<file path="src/rtl/ph_host_if.sv">
// ph_host_if: host bus and FIFO read-side signals of the parasite-to-host port.
interface ph_host_if;
  logic       h_sel;
  logic       h_rdnw;
  logic [1:0] h_addr;
  logic [7:0] h_din;
  logic [7:0] h_dout;
  logic       h_irq_b;
  logic [7:0] fifo_data;
  logic       fifo_avail;
  logic       fifo_not_full;
  logic       fifo_rd;
  modport master (
    output h_sel, h_rdnw, h_addr, h_din, fifo_data, fifo_avail, fifo_not_full,
    input  h_dout, h_irq_b, fifo_rd
  );
  modport slave (
    input  h_sel, h_rdnw, h_addr, h_din, fifo_data, fifo_avail, fifo_not_full,
    output h_dout, h_irq_b, fifo_rd
  );
endinterface

</file>
<file path="src/rtl/ph_host_port.sv">
// ph_host_port: host read port that prefetches one FIFO byte and exposes status/data/control/count registers.
// Define PH_HOST_RDCOUNT_EN to add the 8-bit held-read counter at address 3.
module ph_host_port #(
  parameter int         FIFO_LAT       = 1,
  parameter logic [7:0] UNDERFLOW_BYTE = 8'hAA
) (
  input logic       h_phi2,
  input logic       h_rst_b,
  ph_host_if.slave  bus
);
  typedef enum logic [1:0] {IDLE, FETCH, FULL} state_t;
  state_t     state;
  logic [1:0] wait_cnt;
  logic [7:0] hold;
  logic [7:0] count;
  logic       valid;
  logic       ien;
  logic       udf;
  logic       rd_stat;
  logic       rd_data;
  logic       wr_ctrl;
  logic       flush;
  always_comb begin
    rd_stat = bus.h_sel & bus.h_rdnw & (bus.h_addr == 2'd0);
    rd_data = bus.h_sel & bus.h_rdnw & (bus.h_addr == 2'd1);
    wr_ctrl = bus.h_sel & ~bus.h_rdnw & (bus.h_addr == 2'd2);
    flush   = wr_ctrl & bus.h_din[7];
    bus.h_dout = (bus.h_addr == 2'd0) ? {valid, bus.fifo_not_full, udf, 5'b0} :
                 (bus.h_addr == 2'd1) ? (valid ? hold : UNDERFLOW_BYTE) :
                 (bus.h_addr == 2'd2) ? {7'b0, ien} : count;
  end
  always_ff @(posedge h_phi2 or negedge h_rst_b) begin
    if (!h_rst_b) begin
      state       <= IDLE;
      wait_cnt    <= 2'd0;
      hold        <= 8'h00;
      valid       <= 1'b0;
      ien         <= 1'b0;
      udf         <= 1'b0;
      bus.fifo_rd <= 1'b0;
      bus.h_irq_b <= 1'b1;
    end else begin
      bus.fifo_rd <= 1'b0;
      bus.h_irq_b <= ~(ien & valid);
      if (wr_ctrl) ien <= bus.h_din[0];
      if (rd_stat) udf <= 1'b0;
      if (rd_data && !valid) udf <= 1'b1;
      // A flush overrides every FSM action on its edge, including a completing fetch.
      if (flush) begin
        valid <= 1'b0;
        state <= IDLE;
      end else begin
        case (state)
          IDLE: if (bus.fifo_avail) begin
            bus.fifo_rd <= 1'b1;
            wait_cnt    <= FIFO_LAT[1:0];
            state       <= FETCH;
          end
          FETCH: if (wait_cnt == 2'd0) begin
            hold  <= bus.fifo_data;
            valid <= 1'b1;
            state <= FULL;
          end else begin
            wait_cnt <= wait_cnt - 2'd1;
          end
          FULL: if (rd_data) begin
            valid <= 1'b0;
            state <= IDLE;
          end
          default: state <= IDLE;
        endcase
      end
    end
  end
`ifdef PH_HOST_RDCOUNT_EN
  always_ff @(posedge h_phi2 or negedge h_rst_b) begin
    if (!h_rst_b) count <= 8'h00;
    else if (bus.h_sel && !bus.h_rdnw && bus.h_addr == 2'd3) count <= 8'h00;
    else if (rd_data && valid) count <= count + 8'h01;
  end
`else
  assign count = 8'h00;
`endif
endmodule
</file>
<file path="src/flat_wrapper.sv">
// flat-port wrapper written by rule: the top's interface ports become plain ports
module ph_host_port_flat 
#(
  parameter int         FIFO_LAT       = 1,
  parameter logic [7:0] UNDERFLOW_BYTE = 8'hAA
)
  (h_phi2, h_rst_b, bus_h_sel, bus_h_rdnw, bus_h_addr, bus_h_din, bus_fifo_data, bus_fifo_avail, bus_fifo_not_full, bus_h_dout, bus_h_irq_b, bus_fifo_rd);
  ph_host_if bus_i ();
  input logic h_phi2;
  input logic h_rst_b;
  input wire logic [$bits(bus_i.h_sel)-1:0] bus_h_sel;
  input wire logic [$bits(bus_i.h_rdnw)-1:0] bus_h_rdnw;
  input wire logic [$bits(bus_i.h_addr)-1:0] bus_h_addr;
  input wire logic [$bits(bus_i.h_din)-1:0] bus_h_din;
  input wire logic [$bits(bus_i.fifo_data)-1:0] bus_fifo_data;
  input wire logic [$bits(bus_i.fifo_avail)-1:0] bus_fifo_avail;
  input wire logic [$bits(bus_i.fifo_not_full)-1:0] bus_fifo_not_full;
  output wire logic [$bits(bus_i.h_dout)-1:0] bus_h_dout;
  output wire logic [$bits(bus_i.h_irq_b)-1:0] bus_h_irq_b;
  output wire logic [$bits(bus_i.fifo_rd)-1:0] bus_fifo_rd;
  assign bus_i.h_sel = bus_h_sel;
  assign bus_i.h_rdnw = bus_h_rdnw;
  assign bus_i.h_addr = bus_h_addr;
  assign bus_i.h_din = bus_h_din;
  assign bus_i.fifo_data = bus_fifo_data;
  assign bus_i.fifo_avail = bus_fifo_avail;
  assign bus_i.fifo_not_full = bus_fifo_not_full;
  assign bus_h_dout = bus_i.h_dout;
  assign bus_h_irq_b = bus_i.h_irq_b;
  assign bus_fifo_rd = bus_i.fifo_rd;
  ph_host_port #(.FIFO_LAT(FIFO_LAT), .UNDERFLOW_BYTE(UNDERFLOW_BYTE)) u_core (.h_phi2(h_phi2), .h_rst_b(h_rst_b), .bus(bus_i));
endmodule
</file>
<file path="config.mk">
export PLATFORM = sky130hd
export DESIGN_NAME = ph_host_port_flat
export DESIGN_NICKNAME = d
export VERILOG_FILES = /design/src/rtl/ph_host_if.sv /design/src/rtl/ph_host_port.sv /design/src/flat_wrapper.sv
export SDC_FILE = /design/constraint.sdc
export NUM_CORES = 1
export LEC_CHECK = 0
export BUFFER_PORTS_ARGS = -buffer_cell sky130_fd_sc_hd__buf_2
export CAP_MARGIN = 0
export CELL_PAD_IN_SITES_DETAIL_PLACEMENT = 1
export CELL_PAD_IN_SITES_GLOBAL_PLACEMENT = 1
export CORE_UTILIZATION = 33
export DETAILED_ROUTE_END_ITERATION = 12
export HOLD_SLACK_MARGIN = 0.06
export MAX_ROUTING_LAYER = met4
export PLACE_DENSITY = 0.81
export SYNTH_ARGS = -nofsm -noshare
export SYNTH_HDL_FRONTEND = slang
export SYNTH_SLANG_ARGS = --single-unit
</file>
<file path="constraint.sdc">
create_clock -name h_phi2 -period 1.8 [get_ports h_phi2]
set_input_delay 0.36 -clock h_phi2 [delete_from_list [all_inputs] [get_ports h_phi2]]
set_output_delay 0.36 -clock h_phi2 [all_outputs]
set_load 0.01 [all_outputs]
</file>
==> results of run 1 <==
path summary, 6_finish.rpt:
kind / end / from / slack, ns / cells after the start
setup / recovery: u_core.wait_cnt[0] / u_core.state[1] / 0.09 / 6
hold / removal: u_core.ien / bus_h_din[0] / 0.25 / 3
setup reg to reg: u_core.wait_cnt[0] / u_core.state[1] / 0.09 / 6
hold reg to reg: u_core.bus.h_irq_b / u_core.ien / 0.45 / 1
max in group asynchronous: u_core.bus.h_irq_b / h_rst_b / 0.97 / 2
min in group asynchronous: u_core.hold[7] / h_rst_b / 0.51 / 2
cells in the mapped netlist:
cell,instances,share of area [%]
nand4b_1,1,0.90
a2111oi_4,1,2.8
o22ai_1,1,0.64
ha_1,5,6.4
inv_1,9,3.5
a31o_2,1,0.90
dfstp_2,1,2.7
and2_1,1,0.64
a2111oi_0,1,0.90
mux2_2,8,9.2
nor2b_1,3,1.9
o211a_1,1,1.0
nor2_1,4,1.5
a21oi_1,3,1.5
a211o_1,2,1.8
and4bb_4,1,1.7
clkbuf_1,3,1.2
nand3b_1,1,0.77
a21boi_2,1,1.2
dfrtp_1,16,41
nand3_1,2,1.0
mux2_4,1,1.5
o21ai_0,3,1.5
nand2_1,8,3.1
o32a_1,1,1.0
nor3_1,2,1.0
a211oi_1,2,1.5
nand2b_1,3,1.9
nand4bb_1,1,1.2
mux2i_1,2,2.1
and3_1,3,1.9
per-layer routing:
metal  part of all wire (%)  vias to the layer above  GRT usage, %
met3                    4.3                        4         3.226
li1                       -                      389             -
met4                    1.1                        0         4.181
met5                      0                        -             -
met1                     43                      401         19.59
met2                     52                       20         28.91
repair_timing:
item	4_1_cts	5_1_grt
endpoints found under the hold margin	16	0
setup endpoints to repair	0	9
buffers inserted	0	0
resized for setup	0	2
hold buffers	1	0
state kept, by name, summed over array words and instances, names as in the netlist:
name,cells
u_core.bus.fifo_rd,1
u_core.wait_cnt,2
u_core.valid,1
u_core.state,2
u_core.hold,8
u_core.bus.h_irq_b,1
u_core.ien,1
u_core.udf,1
power breakdown:
| part | switching, W | total (W) | internal, W |
|---|---|---|---|
| clock | 0.000123 | 0.000209 | 0.0000862 |
| combinational | 0.000384 | 0.000851 | 0.000466 |
| sequential | 0.000119 | 0.000680 | 0.000561 |
| total | 0.000626 | 0.00174 | 0.00111 |
cell type report:
cell class / count / area (um2)
fillers: 322 / 1560
flip-flops and latches: 17 / 427.9
inverters: 9 / 33.78
repair buffers: 32 / 187.7
well taps: 31 / 38.79
multi-input cells: 63 / 506.7
clock buffers: 4 / 26.28
metrics by stage:
step                area, um2  utilization, %  hold slack (ns)  std cells
finish                   1221           43.90           0.2538        156
floorplan               975.9               -          0.06441         92
detailed placement       1181           42.47           0.3195        151
CTS                      1217           43.77           0.2542        156
global route             1221           43.90           0.2279        156
global placement         1181           42.47           0.3073        151
cells by family (layout without fill, tap and decap cells):
logic type                 count (synthesis)  after routing  share of synthesized area [%]
AOI/OAI and AO/OA                         17             17                          14.87
adders and majority gates                  5              5                          6.410
buffers and inverters                     12             45                          4.615
DFF                                       17             17                          43.72
muxes                                     11             11                          12.82
and+or+nand+nor                           30             30                          17.57
critical path, cell delays in order (launching register included):
cell	delay [ns]
dfrtp_1	0.42
inv_1	0.11
ha_1	0.21
buf_4	0.14
nor2_1	0.06
a2111oi_4	0.34
mux2_4	0.33
==> results.yml, run 1 <==
outcome:
  status: "finished, final reports clean"
drt:
  dr.first_iter.drc_count: 6
  dr.pass1.iters: 3
  final_antenna_net_count: 0
  vias_per_cell: 5.218
  drc: 0
  routed_wl_um: 2300
  vias: 814
  avgRoutedWirePerCell_um: 14.74
finish:
  antenna_cells: 0
  drive_above_1_share_pct: 40.00
  final_cell_mix: "buf_2, dfrtp_1, inv_1"
  final_common_cell: "buf_2"
  nets: 155
  areaGrowthSynthToFinish_pct: 25.13
clock_tree:
  path_clk_slew_ns: 0.10
  cts.sinks: 17
  numCtsBuffers: 3
  cts_root_buffer: "clkbuf_4"
  clk_latency_ns: 0.29
  htreeDepth: 1
  cts_buffer_depth: 2
  cts_tree: "yes"
hold_path:
  hp-class: "input pin to register"
die:
  die_w_um: 56.38
  rows: 19
  ioPinCount: 34
  die_area_um2: 3179
  core_um2: 2781
  start_util_pct: 35.09
  die_y_um: 56.38
synthesis:
  ys_warn_count: 0
  syn_nets: 121
  synth_area_um2: 975.9
  ys_seq_area_share_pct: 43.72
  synth_cell_types: 31
  synthCells: 92
  synth-seq-cells: 17
  syn_area_per_cell_um2: 10.61
global_routing:
  grt.overflow.total: 0
  grt_util_all_layers_pct: 16.56
  antenna_found_initial: 0
  grt_pass1_wl_um: 3995
  grt_max_degree: 18
  grt_pass1_vias: 877
worst_setup_path:
  required_ns: 1.98
  worst-setup-path-type: "register to register"
  arrival_ns: 1.89
  cp_max_fo: 4
  end_kind: "register"
  critPathLaunchType: "register"
placed_design:
  hpwl_um: 1775
  gp_congestion: 0.8317
  dp_slack_ns: 0.08072
  port_buffers: 27
timing:
  worst_pin_slew_ns: 0.4556
  finalCritPeriodShare_pct: 94.83
  setup_slack_ns: 0.09310
  slew_headroom_pct: 68.84
  slew_viol_final: 0
  fmax_mhz: 585.9
  setup_viol: 0
  rsz0062_at_grt: "no"
  fin_worst_skew_ns: 0.004343
  tns_ns: 0
  period_minus_slack_ns: 1.707
  hold_viol: 0
power_and_ir_drop:
  powerDensity_nw_per_um2: 1424
  total_power_w: 0.001739
  ir_worst_vdd_v: 0.0006163
  cellLeakagePower_nw: 0.6045
run:
  drv_cap: 0
No activity file was read; power rests on OpenSTA's default activity.
==> inputs of run 2 (changes only) <==
--- a/config.mk
+++ b/config.mk
@@ -14,6 +14,7 @@
 export HOLD_SLACK_MARGIN = 0.06
 export MAX_ROUTING_LAYER = met4
 export PLACE_DENSITY = 0.81
+export RECOVER_POWER = 100
 export SYNTH_ARGS = -nofsm -noshare
 export SYNTH_HDL_FRONTEND = slang
 export SYNTH_SLANG_ARGS = --single-unit
==> results.yml, run 2 (same netlist as run 1, synthesis figures left out) <==
outcome:
  status: "finished, final reports clean"
finish:
  design_area_um2: 1207
  seqCellArea_um2: 427.9
  nets: 155
  largest_reg_flops: 8
  drive_above_1_share_pct: 31.20
  final_common_cell: "buf_2"
  regMostFlops: "u_core.hold"
  largestRegisters: "u_core.hold x8, u_core.state x2, u_core.wait_cnt x2"
  final_util_pct: 43.41
  multi_input_area_um2: 506.7
  fill_cells: 325
  final_cell_mix: "buf_2, dfrtp_1, clkbuf_1"
  areaGrowthSynthToFinish_pct: 23.72
  antenna_cells: 0
timing:
  fmax_mhz: 585.9
  finalCritPeriodShare_pct: 94.83
  period_minus_slack_ns: 1.707
  setup_slack_ns: 0.09310
  hold_slack_ns: 0.2538
  worst_pin_slew_ns: 0.9700
  slew_headroom_pct: 35.33
  rsz0062_at_grt: "no"
  tns_ns: 0
  setup_viol: 0
  fin_worst_skew_ns: 0.004343
  slew_viol_final: 0
  hold_viol: 0
power_and_ir_drop:
  cellLeakagePower_nw: 0.5655
  powerDensity_nw_per_um2: 1432
  ir_worst_vdd_v: 0.0006143
global_routing:
  grt_pass1_wl_um: 3995
  grt_util_all_layers_pct: 16.56
  grt_max_degree: 18
  antenna_found_initial: 0
  grt.overflow.total: 0
  grt_pass1_vias: 877
clock_tree:
  cts.sinks: 17
  cts_buffer_depth: 2
  cts_root_buffer: "clkbuf_4"
  clk_latency_ns: 0.29
  cts_tree: "yes"
  path_clk_slew_ns: 0.10
  htreeDepth: 1
  numCtsBuffers: 3
die:
  die_w_um: 56.38
  die_area_um2: 3179
  start_util_pct: 35.09
  core_um2: 2781
  die_y_um: 56.38
  rows: 19
  ioPinCount: 34
drt:
  drc: 0
  final_antenna_net_count: 0
  dr.pass1.iters: 3
  route.met2.wl_um: 1188
  wl_met1_um: 994
  dr.max_layer_used: "met4"
  vias: 814
  avgRoutedWirePerCell_um: 14.81
  dr.first_iter.drc_count: 9
  routed_wl_um: 2311
  vias_per_cell: 5.218
  wl_met3_um: 101
placed_design:
  port_buffers: 27
  gp_congestion: 0.8317
  dp_slack_ns: 0.08072
  hpwl_um: 1775
  placed_area_um2: 1181
hold_path:
  hp-class: "input pin to register"
run:
  drv_cap: 0
worst_setup_path:
  worst-setup-path-type: "register to register"
  end_kind: "register"
  crit_path_cell_trace: "inv_1 -> ha_1 -> buf_4 -> nor2_1 -> a2111oi_4 -> mux2_4"
  arrival_ns: 1.89
  rrSetupSlack_ns: 0.09
  critPathLaunchType: "register"
  cp_max_fo: 4
  critical_path.top_delay_family: "flip-flops"
  required_ns: 1.98
  critPathMaxStageDelay_ns: 0.42
  cp_num_buf_inv: 2
  cp_slowest_cell: "dfrtp_1"
## run 2: worst reg2reg max path: cells and delay by family, from the launching register on
kind | cells | cell delay, ns
mux | 1 | 0.33
compound gates | 1 | 0.34
buf+inv | 2 | 0.25
fa+ha+maj | 1 | 0.21
flops | 1 | 0.42
simple gates | 1 | 0.06
## run 2: layout make-up
cell class / count / area share [%]
Clock buffer: 4 / 2.176
Inverter: 9 / 2.798
Tap cell: 31 / 3.212
Sequential cell: 17 / 35.44
Multi-Input combinational cell: 63 / 41.97
Timing Repair Buffer: 32 / 14.40
## run 2: per-layer routing
layer	up-vias	global-route usage [%]
met5	-	-
met4	0	4.181
met3	4	3.226
met2	20	28.91
met1	401	19.59
li1	389	-
## run 2: through the flow
| step | cells | power, W |
|---|---|---|
| 2_1_floorplan | 92 | 0.001259 |
| 3_3_place_gp | 151 | 0.001458 |
| 3_5_place_dp | 151 | 0.001533 |
| 4_1_cts | 156 | 0.001759 |
| 5_1_grt | 156 | 0.001875 |
| 6_report | 156 | 0.001729 |
## run 2: repair_timing
action                     CTS  global route
buffers inserted             0             0
setup endpoints to repair    0             9
hold endpoints to repair    16             0
hold buffers                 1             0
gates resized for setup      0             2
## run 2: worst paths after layout
kind | depth (start not counted) | start | end
max | 6 | u_core.state[1] | u_core.wait_cnt[0]
min | 3 | bus_h_din[0] | u_core.ien
max reg2reg | 6 | u_core.state[1] | u_core.wait_cnt[0]
min reg2reg | 1 | u_core.ien | u_core.bus.h_irq_b
max in group asynchronous | 2 | h_rst_b | u_core.valid
min in group asynchronous | 2 | h_rst_b | u_core.hold[7]
## run 2: where the power goes
part           internal, W  leakage (nW)  switching [W]  total (W)
Sequential        0.000561         0.203       0.000119   0.000680
Combinational     0.000454         0.348       0.000386   0.000840
Clock            0.0000862        0.0150       0.000123   0.000209
Total              0.00110         0.566       0.000628    0.00173
==> inputs of run 3 (changes only) <==
--- a/config.mk
+++ b/config.mk
@@ -5,15 +5,17 @@
 export SDC_FILE = /design/constraint.sdc
 export NUM_CORES = 1
 export LEC_CHECK = 0
+export ABC_AREA = 1
 export BUFFER_PORTS_ARGS = -buffer_cell sky130_fd_sc_hd__buf_2
 export CAP_MARGIN = 0
 export CELL_PAD_IN_SITES_DETAIL_PLACEMENT = 1
 export CELL_PAD_IN_SITES_GLOBAL_PLACEMENT = 1
 export CORE_UTILIZATION = 33
+export CTS_BUF_LIST = sky130_fd_sc_hd__clkbuf_2
 export DETAILED_ROUTE_END_ITERATION = 12
 export HOLD_SLACK_MARGIN = 0.06
 export MAX_ROUTING_LAYER = met4
-export PLACE_DENSITY = 0.81
+export PLACE_DENSITY = 0.85
 export RECOVER_POWER = 100
 export SYNTH_ARGS = -nofsm -noshare
 export SYNTH_HDL_FRONTEND = slang
==> results.yml, run 3 <==
clock_tree:
  cts_tree: "yes"
  cts.sinks: 17
  cts_buffer_depth: 2
  htreeDepth: 1
  cts_root_buffer: "clkbuf_2"
  numCtsBuffers: 3
  path_clk_slew_ns: 0.18
  cts_setup_buffers: 0
  clk_latency_ns: 0.30
drt:
  avgRoutedWirePerCell_um: 12.08
  vias: 868
  final_antenna_net_count: 0
  drc: 0
  dr.max_layer_used: "met4"
  wl_met3_um: 68
  routed_wl_um: 2199
  dr.first_iter.drc_count: 29
  vias_per_cell: 4.769
  route.met2.wl_um: 1144
  dr.pass1.iters: 3
  wl_met1_um: 972
worst_setup_path:
  worst-setup-path-type: "register to primary output"
  path_common_cell: "o21ai_0"
  end_kind: "primary output"
  cp_max_fo: 7
  cp_slowest_cell: "dfrtp_2"
  critPathMaxStageDelay_ns: 0.49
  required_ns: 1.44
  crit_path_cell_trace: "inv_1 -> o21ai_0 -> o21ai_0 -> buf_2"
  cp.depth: 4
  arrival_ns: 1.31
  critical_path.top_delay_family: "flip-flops"
  critPathLaunchType: "register"
  rr_worst_depth: 8
  cp_num_buf_inv: 2
synthesis:
  synth_area_leaders: "dfrtp_1, nand2_1, inv_1"
  ys_warn_count: 0
  synth_cell_types: 23
  netlist.area_leader.share_pct: 41.40
  netlist_top_cells_count: "nand2_1, inv_1, dfrtp_1"
  async_reset_ff_share_pct: 100.0
  syn_area_per_cell_um2: 8.128
  synth.most_common_cell: "nand2_1"
  synthFlopType: "dfrtp_1"
  synth_enable_flop_cells: 0
  yosysTopAreaCell: "dfrtp_1"
  synth_area_um2: 967.2
  ys_seq_area_share_pct: 44.11
  synthCells: 119
  syn_nets: 148
  synth-seq-cells: 17
finish:
  final_cell_mix: "nand2_1, inv_1, buf_2"
  regMostFlops: "u_core.hold"
  drive_above_1_share_pct: 21.19
  largestRegisters: "u_core.hold x8, u_core.state x2, u_core.wait_cnt x2"
  largest_reg_flops: 8
  final_common_cell: "nand2_1"
  areaGrowthSynthToFinish_pct: 15.65
  design_area_um2: 1119
  nets: 181
  final_util_pct: 40.56
  antenna_cells: 0
die:
  die_y_um: 56.14
  ioPinCount: 34
  die_w_um: 56.14
  rows: 19
  die_area_um2: 3151
  start_util_pct: 35.07
  core_um2: 2758
timing:
  hold_viol: 0
  tns_ns: 0
  setup_viol: 0
  worst_pin_slew_ns: 0.9520
  fmax_mhz: 599.1
  hold_slack_ns: 0.2766
  finalCritPeriodShare_pct: 92.74
  fin_worst_skew_ns: 0.006876
  period_minus_slack_ns: 1.669
  rsz0062_at_grt: "no"
  slew_headroom_pct: 36.53
  slew_viol_final: 0
outcome:
  status: "finished, final reports clean"
placed_design:
  hpwl_um: 1773
  placed_area_um2: 1137
  port_buffers: 27
  gp_congestion: 0.7247
global_routing:
  grt_pass1_wl_um: 3843
  grt.overflow.total: 0
  grt_pass1_vias: 935
  antenna_found_initial: 0
  grt_max_degree: 18
  grt_util_all_layers_pct: 15.83
power_and_ir_drop:
  ir_worst_vdd_v: 0.0006218
  cellLeakagePower_nw: 0.6210
  powerDensity_nw_per_um2: 1402
run:
  drv_cap: 0
hold_path:
  hp-class: "input pin to register"
  holdPathStages: 3
==> run 3: cell count changes in the layout (fill, tap and decap cells not counted), moves of 4 or more <==
cell      before  now
inv_1          9   21
nor2_1         4   11
clkbuf_2       0    5
o21ai_0        3   14
clkbuf_1      12    8
mux2_2         8    0
nand3_1        2    8
nand2_1        8   28
==> run 3: cell families (layout without fill, tap and decap cells) <==
family / Yosys count / in the layout / share of synthesized area (%)
DFF: 17 / 17 / 44.11
and+or+nand+nor: 54 / 54 / 28.07
buffers and inverters: 23 / 55 / 9.702
adders and majority gates: 5 / 5 / 6.468
AOI/OAI and AO/OA: 20 / 20 / 11.64
==> run 3: area by class of cell <==
cell class                 count  area (um2)
fill                         359        1639
inverter                      22       82.58
sequential                    17       427.9
clock buffer                   3       15.01
multi-input combinational     79       409.1
tap                           31       38.79
clock inverter                 1       5.005
timing repair buffer          29       140.1
==> run 3: tightest hold or removal path, cell delays in order <==
cell     delay, ns
buf_2         0.10
inv_1         0.03
o21ai_0       0.07
==> run 3: path summary, 6_finish.rpt <==
kind,start,to,slack [ns]
worst max-delay path,u_core.valid,bus_h_dout[7],0.13
worst min-delay path,bus_fifo_data[2],u_core.hold[2],0.28
worst max register to register,u_core.state[1],u_core.wait_cnt[1],0.22
worst min register to register,u_core.ien,u_core.bus.h_irq_b,0.45
max in group asynchronous,h_rst_b,u_core.valid,0.47
min in group asynchronous,h_rst_b,u_core.hold[5],0.70
==> run 3: power breakdown <==
part	switching [W]	internal, W	leakage [nW]
sequential	0.000101	0.000551	0.206
combinational	0.000461	0.000279	0.398
clock	0.000125	0.0000503	0.0164
total	0.000687	0.000880	0.621
==> run 3: repair_timing <==
item	CTS	global route
hold buffers	1	0
setup endpoints to repair	0	2
gates resized for setup	0	1
endpoints found under the hold margin	16	0
==> run 3: metal layers <==
| layer | vias up | track usage [%] |
|---|---|---|
| li1 | 435 | - |
| met1 | 419 | 18.56 |
| met2 | 12 | 27.89 |
| met3 | 2 | 2.093 |
| met4 | 0 | 5.226 |
| met5 | - | - |
==> run 3: stage by stage <==
| stage | power [W] | setup slack, ns | cells |
|---|---|---|---|
| 2_1_floorplan | 0.001242 | 0.4368 | 119 |
| 4_1_cts | 0.001663 | 0.03844 | 182 |
| 3_3_place_gp | 0.001403 | 0.3475 | 177 |
| 6_report | 0.001568 | 0.1307 | 182 |
| 5_1_grt | 0.001751 | 0.007260 | 182 |
| 3_5_place_dp | 0.001480 | 0.2614 | 177 |
